$ cat config.mk
export PLATFORM = sky130hd
export DESIGN_NAME = fp_minmax_acc
export DESIGN_NICKNAME = d
export VERILOG_FILES = /design/src/rtl/fp_minmax_acc.sv
export SDC_FILE = /design/constraint.sdc
export NUM_CORES = 1
export LEC_CHECK = 0
export ABC_AREA = 1
export CORE_MARGIN = 10
export CORE_UTILIZATION = 49
export DETAILED_ROUTE_END_ITERATION = 6
export PLACE_DENSITY = 0.83
export SLEW_MARGIN = 20
export SYNTH_ARGS = -nofsm -noshare
export SYNTH_HDL_FRONTEND = slang
export SYNTH_SLANG_ARGS = --single-unit
$ cat constraint.sdc
create_clock -name clk -period 2.01 [get_ports clk]
set_clock_uncertainty 0.15 [all_clocks]
set_input_delay 0.402 -clock clk [delete_from_list [all_inputs] [get_ports clk]]
set_output_delay 0.402 -clock clk [all_outputs]
set_load 0.01 [all_outputs]
$ cat src/rtl/fp_minmax_acc.sv
// Running max/min/count of a burst using one shared external FP comparator; each element after the first costs 1 accept cycle plus 1 or 2 compares of CMP_LAT+1 cycles.
// The input stalls during compares and the result is held until out_ready; FP_MINMAX_IDX_EN adds first-occurrence index outputs.
module fp_minmax_acc #(
  parameter int W       = 32,
  parameter int CMP_LAT = 2,
  parameter int CNT_W   = 16
) (
  input  logic             clk,
  input  logic             rst,
  input  logic [W-1:0]     in_data,
  input  logic             in_valid,
  input  logic             in_last,
  output logic             in_ready,
  output logic [W-1:0]     cmp_in1,
  output logic [W-1:0]     cmp_in2,
  output logic             cmp_act,
  input  logic             cmp_eq,
  input  logic             cmp_great,
  input  logic             cmp_less,
  input  logic             cmp_done,
  input  logic             cmp_inv,
  output logic [W-1:0]     out_max,
  output logic [W-1:0]     out_min,
  output logic [CNT_W-1:0] out_count,
  output logic             out_inv,
`ifdef FP_MINMAX_IDX_EN
  output logic [CNT_W-1:0] out_max_idx,
  output logic [CNT_W-1:0] out_min_idx,
`endif
  output logic             out_valid,
  input  logic             out_ready
);

  localparam int WW = (CMP_LAT > 0) ? $clog2(CMP_LAT + 1) : 1;
  localparam logic [WW-1:0]    LAT_V   = WW'(CMP_LAT);
  localparam logic [CNT_W-1:0] CNT_MAX = '1;

  localparam logic [2:0] S_IDLE    = 3'd0;
  localparam logic [2:0] S_ACCEPT  = 3'd1;
  localparam logic [2:0] S_CMP_MAX = 3'd2;
  localparam logic [2:0] S_CMP_MIN = 3'd3;
  localparam logic [2:0] S_DONE    = 3'd4;

  logic [2:0]       r_state;
  logic [2:0]       w_nxt;
  logic             r_in_rdy;
  logic [WW-1:0]    r_wait;
  logic [W-1:0]     r_cmp_in1;
  logic [W-1:0]     r_cmp_in2;
  logic [W-1:0]     r_max;
  logic [W-1:0]     r_min;
  logic [CNT_W-1:0] r_count;
  logic             r_inv;
  logic             r_last;
`ifdef FP_MINMAX_IDX_EN
  logic [CNT_W-1:0] r_x_idx;
  logic [CNT_W-1:0] r_max_idx;
  logic [CNT_W-1:0] r_min_idx;
`endif

  logic       w_in_hs;
  logic       w_cmp;
  logic       w_sample;
  logic       w_bad;
  logic [2:0] w_fin;

  assign w_in_hs  = in_valid & r_in_rdy;
  assign w_cmp    = (r_state == S_CMP_MAX) || (r_state == S_CMP_MIN);
  assign w_sample = w_cmp && (r_wait == LAT_V);
  // A missing done is as untrustworthy as an exception; a signed-zero pair (inv with eq) is a plain tie.
  assign w_bad    = !cmp_done || (cmp_inv && !cmp_eq);
  assign w_fin    = r_last ? S_DONE : S_ACCEPT;

  always_comb begin
    w_nxt = r_state;
    case (r_state)
      S_IDLE:    if (w_in_hs) w_nxt = in_last ? S_DONE : S_ACCEPT;
      S_ACCEPT:  if (w_in_hs) w_nxt = S_CMP_MAX;
      S_CMP_MAX: if (w_sample) w_nxt = (w_bad || cmp_great) ? w_fin : S_CMP_MIN;
      S_CMP_MIN: if (w_sample) w_nxt = w_fin;
      S_DONE:    if (out_ready) w_nxt = S_IDLE;
      default:   w_nxt = S_IDLE;
    endcase
  end

  always_ff @(posedge clk or negedge rst) begin
    if (!rst) begin
      r_state   <= S_IDLE;
      r_in_rdy  <= 1'b0;
      r_wait    <= '0;
      r_cmp_in1 <= '0;
      r_cmp_in2 <= '0;
      r_max     <= '0;
      r_min     <= '0;
      r_count   <= '0;
      r_inv     <= 1'b0;
      r_last    <= 1'b0;
`ifdef FP_MINMAX_IDX_EN
      r_x_idx   <= '0;
      r_max_idx <= '0;
      r_min_idx <= '0;
`endif
    end else begin
      r_state  <= w_nxt;
      r_in_rdy <= (w_nxt == S_IDLE) || (w_nxt == S_ACCEPT);
      r_wait   <= (w_cmp && !w_sample) ? r_wait + WW'(1) : '0;
      case (r_state)
        S_IDLE: if (w_in_hs) begin
          r_max   <= in_data;
          r_min   <= in_data;
          r_count <= CNT_W'(1);
          r_inv   <= 1'b0;
`ifdef FP_MINMAX_IDX_EN
          r_max_idx <= '0;
          r_min_idx <= '0;
`endif
        end
        S_ACCEPT: if (w_in_hs) begin
          r_cmp_in1 <= in_data;
          r_cmp_in2 <= r_max;
          r_last    <= in_last;
          if (r_count != CNT_MAX) r_count <= r_count + CNT_W'(1);
`ifdef FP_MINMAX_IDX_EN
          r_x_idx <= r_count;
`endif
        end
        S_CMP_MAX: if (w_sample) begin
          if (w_bad) r_inv <= 1'b1;
          else if (cmp_great) begin
            r_max <= r_cmp_in1;
`ifdef FP_MINMAX_IDX_EN
            r_max_idx <= r_x_idx;
`endif
          end else r_cmp_in2 <= r_min;
        end
        S_CMP_MIN: if (w_sample) begin
          if (w_bad) r_inv <= 1'b1;
          else if (cmp_less) begin
            r_min <= r_cmp_in1;
`ifdef FP_MINMAX_IDX_EN
            r_min_idx <= r_x_idx;
`endif
          end
        end
        default: ;
      endcase
    end
  end

  assign in_ready  = r_in_rdy;
  assign cmp_in1   = r_cmp_in1;
  assign cmp_in2   = r_cmp_in2;
  assign cmp_act   = w_cmp;
  assign out_max   = r_max;
  assign out_min   = r_min;
  assign out_count = r_count;
  assign out_inv   = r_inv;
  assign out_valid = (r_state == S_DONE);
`ifdef FP_MINMAX_IDX_EN
  assign out_max_idx = r_max_idx;
  assign out_min_idx = r_min_idx;
`endif

endmodule

* Word-level counts from Yosys, hierarchy flattened
Index checks and enable logic that the tools add are counted.
Word-level totals: bits in writable memories 0, input bits 42, bits in latches 0, logic and storage cells 88, memories 0, output and inout port bits 148, ROM bits 0, flip-flop bits (word level) 152
Operators by class: multiply operators 0, eq/ne operators 19, add/sub/neg operators 2, order comparisons 0, divide/modulo/power cells 0, bitwise operators 1, reduce and logical (&&, ||, !) cells 24, muxes and demuxes 32, shift operators 0
Operators by type and width (number):
- $mux 32 | 11
- $pmux 32 s2 | 3
- $mux 16 | 3
- $pmux 16 s2 | 1
- $mux 3 | 8
- $ne 2x2->1 const B | 10
- $add 16x1->16 const B | 1
- $ne 16x16->1 const B | 1
- $pmux 3 s5 | 1
- $reduce_and 5->1 | 3
- $reduce_bool 2->1 | 5
- $reduce_and 4->1 | 2
- $eq 3x1->1 const B | 2
- $eq 3x2->1 const B | 2
- $logic_not 3->1 | 2
- $logic_or 1x1->1 | 4
- $ne 2x1->1 const B | 2
- $eq 3x3->1 const B | 1
- $logic_and 1x1->1 | 3
- $logic_not 1->1 | 3
- $mux 1 | 3
- $add 2x1->2 const B | 1
- $eq 2x2->1 const B | 1
- $mux 2 | 1
- 4 further kinds | 4

* Logic depth before layout (Yosys ltp)
depth in word-level cells 9, depth in mapped cells 10, gate-level depth less buffers 9

* Least setup slack after synthesis
No wires, ideal clock.
kind flip-flop to flip-flop, start point register r_count[0], in the netlist out_count[0], end point register r_count[11], in the netlist out_count[11], cell stages (with the launch flop) 8, data required time 1.738 ns, period minus slack after synthesis 1.763 ns, path buffers 1, data arrival time 1.491 ns, slack 0.247 ns, library setup time 0.122 ns, cell sequence dfrtp_1 ha_1 nand2_1 nor2_4 nand3_2 a21oi_2 buf_4 o21ai_1
Between the ends: longest elaborated chain between the ends 4, elaborated cells between the ends (all ways) 7, classes of those cells 1 x add/sub; 2 x eq/ne; 3 x mux; 1 x reduce/logical
RTL lines:
- start, declared | line 52 | logic [CNT_W-1:0] r_count;
- start signal, assigned | line 122 | if (r_count != CNT_MAX) r_count <= r_count + CNT_W'(1);
- $add 16x1->16 | line 122
- $mux 16 | line 122
- $mux 16 | line 118 | S_ACCEPT: if (w_in_hs) begin
- $pmux 16 s2 | line 107 | case (r_state)
Parallel ways exist; a longest one is shown, timed or not. The select of a mux whose other input is x is not followed. A chain may end at the register's enable or synchronous reset.

* Worst setup path after layout
start point register r_count[5], in the netlist out_count[5], end point output port out_count[5]
RTL lines:
- end, declared | line 24 | output logic [CNT_W-1:0] out_count,
No word-level cell between the ends.

==> run metrics <==
Post-Route WL=~21 mm; H-tree depth=4; First-pass DRT Iterations=6; design area=approximately 10000 um2; number of buffers added on ports=about 190; Post-Syn Nets=995; Worst EP required=around 1.5 ns; synthesis-stage register bit count=between 150 and 200; fill cell count=about 1100; Iter 0 DRT Violations=378; Syn. warnings=0; Clk Latency, worst-skew pair=between 0.4 and 0.5 ns; Die Wd=~140 um; final setup TNS=0 ns; Synth Instances=around 950; crit path max fanout=6; Global Route Usage Sum=about a fifth; DP HPWL=15.0 mm; via count=between 6000 and 7000; FFs w/ async S/R, synth=100%; Total Nets Final=1192; core box area=14600 um2; Pwr Total=0.0175 W; Setup crit end kind=output port; Hold WC Path Type=input port to async pin; CTS buffer count=17; achievable frequency=511 MHz; largest net degree at the start of global routing=between 50 and 60; Starting Density=between 50% and 60%; first-pass GRT wire length=33.3 mm; Clk Tree Root Cell=clkbuf_16; fin crit share=97.4%; Slew Viols, Final=0; CP Class=register to output port; Ports=190; initial antenna violation count=1; CTS sink count=roughly 150; fraction of layout cells with a size suffix above 1=a little under a tenth; VDD IR max=around 1.0 mV; vias in the first global route=between 6000 and 7000; top post-synthesis cells by area=dfrtp_1, nand2_1, o21ai_1; Max-Cap Viols=0; cells along the critical path=clkdlybuf4s50_1; vias per cell=approximately 5.1; dpl cell area=9620 um2; crit path buf inv count=1; final hold slack=0.277 ns; RSZ-0062 raised after global routing=no; Synth top area share=a little over 50%; Post-Syn Area=roughly 7300 um2; Synth Flop Type=dfrtp_1; routability cong.=just under 0.9; status=finished clean; Post-synth EDFFs=0; CP startpoint kind=register; antenna cells=0; Worst Path Arrival=roughly 1.4 ns; Max Root-Sink Buffers=2; worst reg2reg path depth=8; slew margin rel.=between 60% and 70%; Post-synth top cells=nand2_1, dfrtp_1, o21ai_1, inv_1, o21ai_0; wire per inst=15.4 um; Final setup viols=0; sequential area share after synthesis=51.9%; row count=44; delay-heaviest family, CP=buffers and inverters; drc violations=0; antenna viol nets, final=0; Distinct cells, synth=30; final hold violation count=0; syn_area_per_cell=7.71 um2; die area=20200 um2; CP max stage delay=roughly 0.56 ns; Leak=5.09 nW; Area Growth Syn to Fin=40.1%; count leader, synth=nand2_1; CTS tree=built; slowest cell on the critical path=clkdlybuf4s50_1; Worst path depth=1; min cycle time layout=~2.0 ns; cell taking the most area after synthesis=dfrtp_1; DIE HEIGHT=142 um; Reg clk slew, reported paths=around 0.060 ns; pwr dens=1710 nW/um2; actual slew at the worst max-slew pin=approximately 0.52 ns; grt ovf=0
==> final timing paths <==
path                               from  slack, ns           end
max                        out_count[5]       0.05  out_count[5]
min                                 rst       0.28    cmp_in1[5]
max reg2reg                   r_wait[0]       0.17   out_max[30]
min reg2reg                   r_wait[0]       0.28     r_wait[0]
max in group asynchronous           rst       0.79  out_count[5]
min in group clk              r_wait[0]       0.28     r_wait[0]
==> placed cells by master, fill, tap and decap left out, types with 4 or more instances in the layout <==
cell type,instances
nand2_1,418
nand3_2,4
clkdlybuf4s50_1,174
nor2_4,4
a21oi_1,5
clkbuf_8,4
dlymetal6s2s_1,8
inv_2,7
inv_1,55
buf_4,22
nor2_1,36
nand3_1,19
clkbuf_16,17
xor2_1,4
dlygate4sd2_1,5
buf_12,14
dfrtp_1,141
nand4_1,6
dfrtp_2,11
o21ai_1,131
o21ai_0,39
==> through the flow <==
| stage | worst slack (ns) | util [%] | std cells |
|---|---|---|---|
| global placement | -0.0338 | 66.0 | 1311 |
| CTS | 0.0174 | 70.2 | 1344 |
| finish | 0.0528 | 70.4 | 1345 |
| floorplan | 0.247 | - | 951 |
| global route | 0.000411 | 70.4 | 1345 |
| detailed placement | -0.109 | 66.0 | 1311 |
==> worst register-to-register path, cell delays in order (launching register included) <==
cell	delay [ns]
dfrtp_1	0.37
inv_1	0.06
ha_1	0.23
inv_1	0.09
o21ai_2	0.25
nand4_4	0.17
buf_12	0.21
nand2_1	0.12
o21ai_1	0.07
==> layer usage <==
layer | GRT usage [%] | routed length [um] | vias to the layer above
li1 | - | - | 3417
met1 | 24.2 | 8490 | 3165
met2 | 33.4 | 10100 | 213
met3 | 7.61 | 1620 | 32
met4 | 6.44 | 461 | 2
met5 | 0 | 13 | -
==> report_power, final <==
group | switching (W) | internal (W) | total, W
Combinational | 0.00475 | 0.00411 | 0.00885
Clock | 0.00126 | 0.00196 | 0.00322
Sequential | 0.00106 | 0.00441 | 0.00547
==> area by class of cell <==
| cell class | count | area (um2) | area share (%) |
|---|---|---|---|
| sequential | 152 | 3820 | 37.2 |
| tap | 184 | 230 | 2.24 |
| clock buffer | 22 | 484 | 4.72 |
| multi-input combinational | 688 | 3030 | 29.5 |
| inverter | 63 | 236 | 2.30 |
| clock inverter | 10 | 118 | 1.15 |
| timing repair buffer | 226 | 2360 | 23.0 |
==> registers in the layout (all words and copies together), names as in the netlist, 2 cells and up <==
register,count
out_max,32
out_min,32
r_wait,2
cmp_in1,32
r_state,3
out_count,16
cmp_in2,32
==> cell families after synthesis <==
| kind of cell | count (synthesis) | share of synthesized area (%) |
|---|---|---|
| AND/OR/NAND/NOR | 499 | 27.4 |
| AO/OA/AOI/OAI | 183 | 12.8 |
| flip-flops | 152 | 51.9 |
| buffers and inverters | 111 | 7.05 |
| XOR/XNOR | 4 | 0.478 |
| adder cells (fa/ha/maj) | 2 | 0.341 |
==> timing repair <==
| action | in CTS | in global routing |
|---|---|---|
| resized for setup | 19 | 9 |
| hold buffers | 1 | 0 |
| setup endpoints to repair | 16 | 10 |
| endpoints found under the hold margin | 25 | 0 |
| setup buffers | 0 | 1 |
No activity file was read; power rests on OpenSTA's default activity.
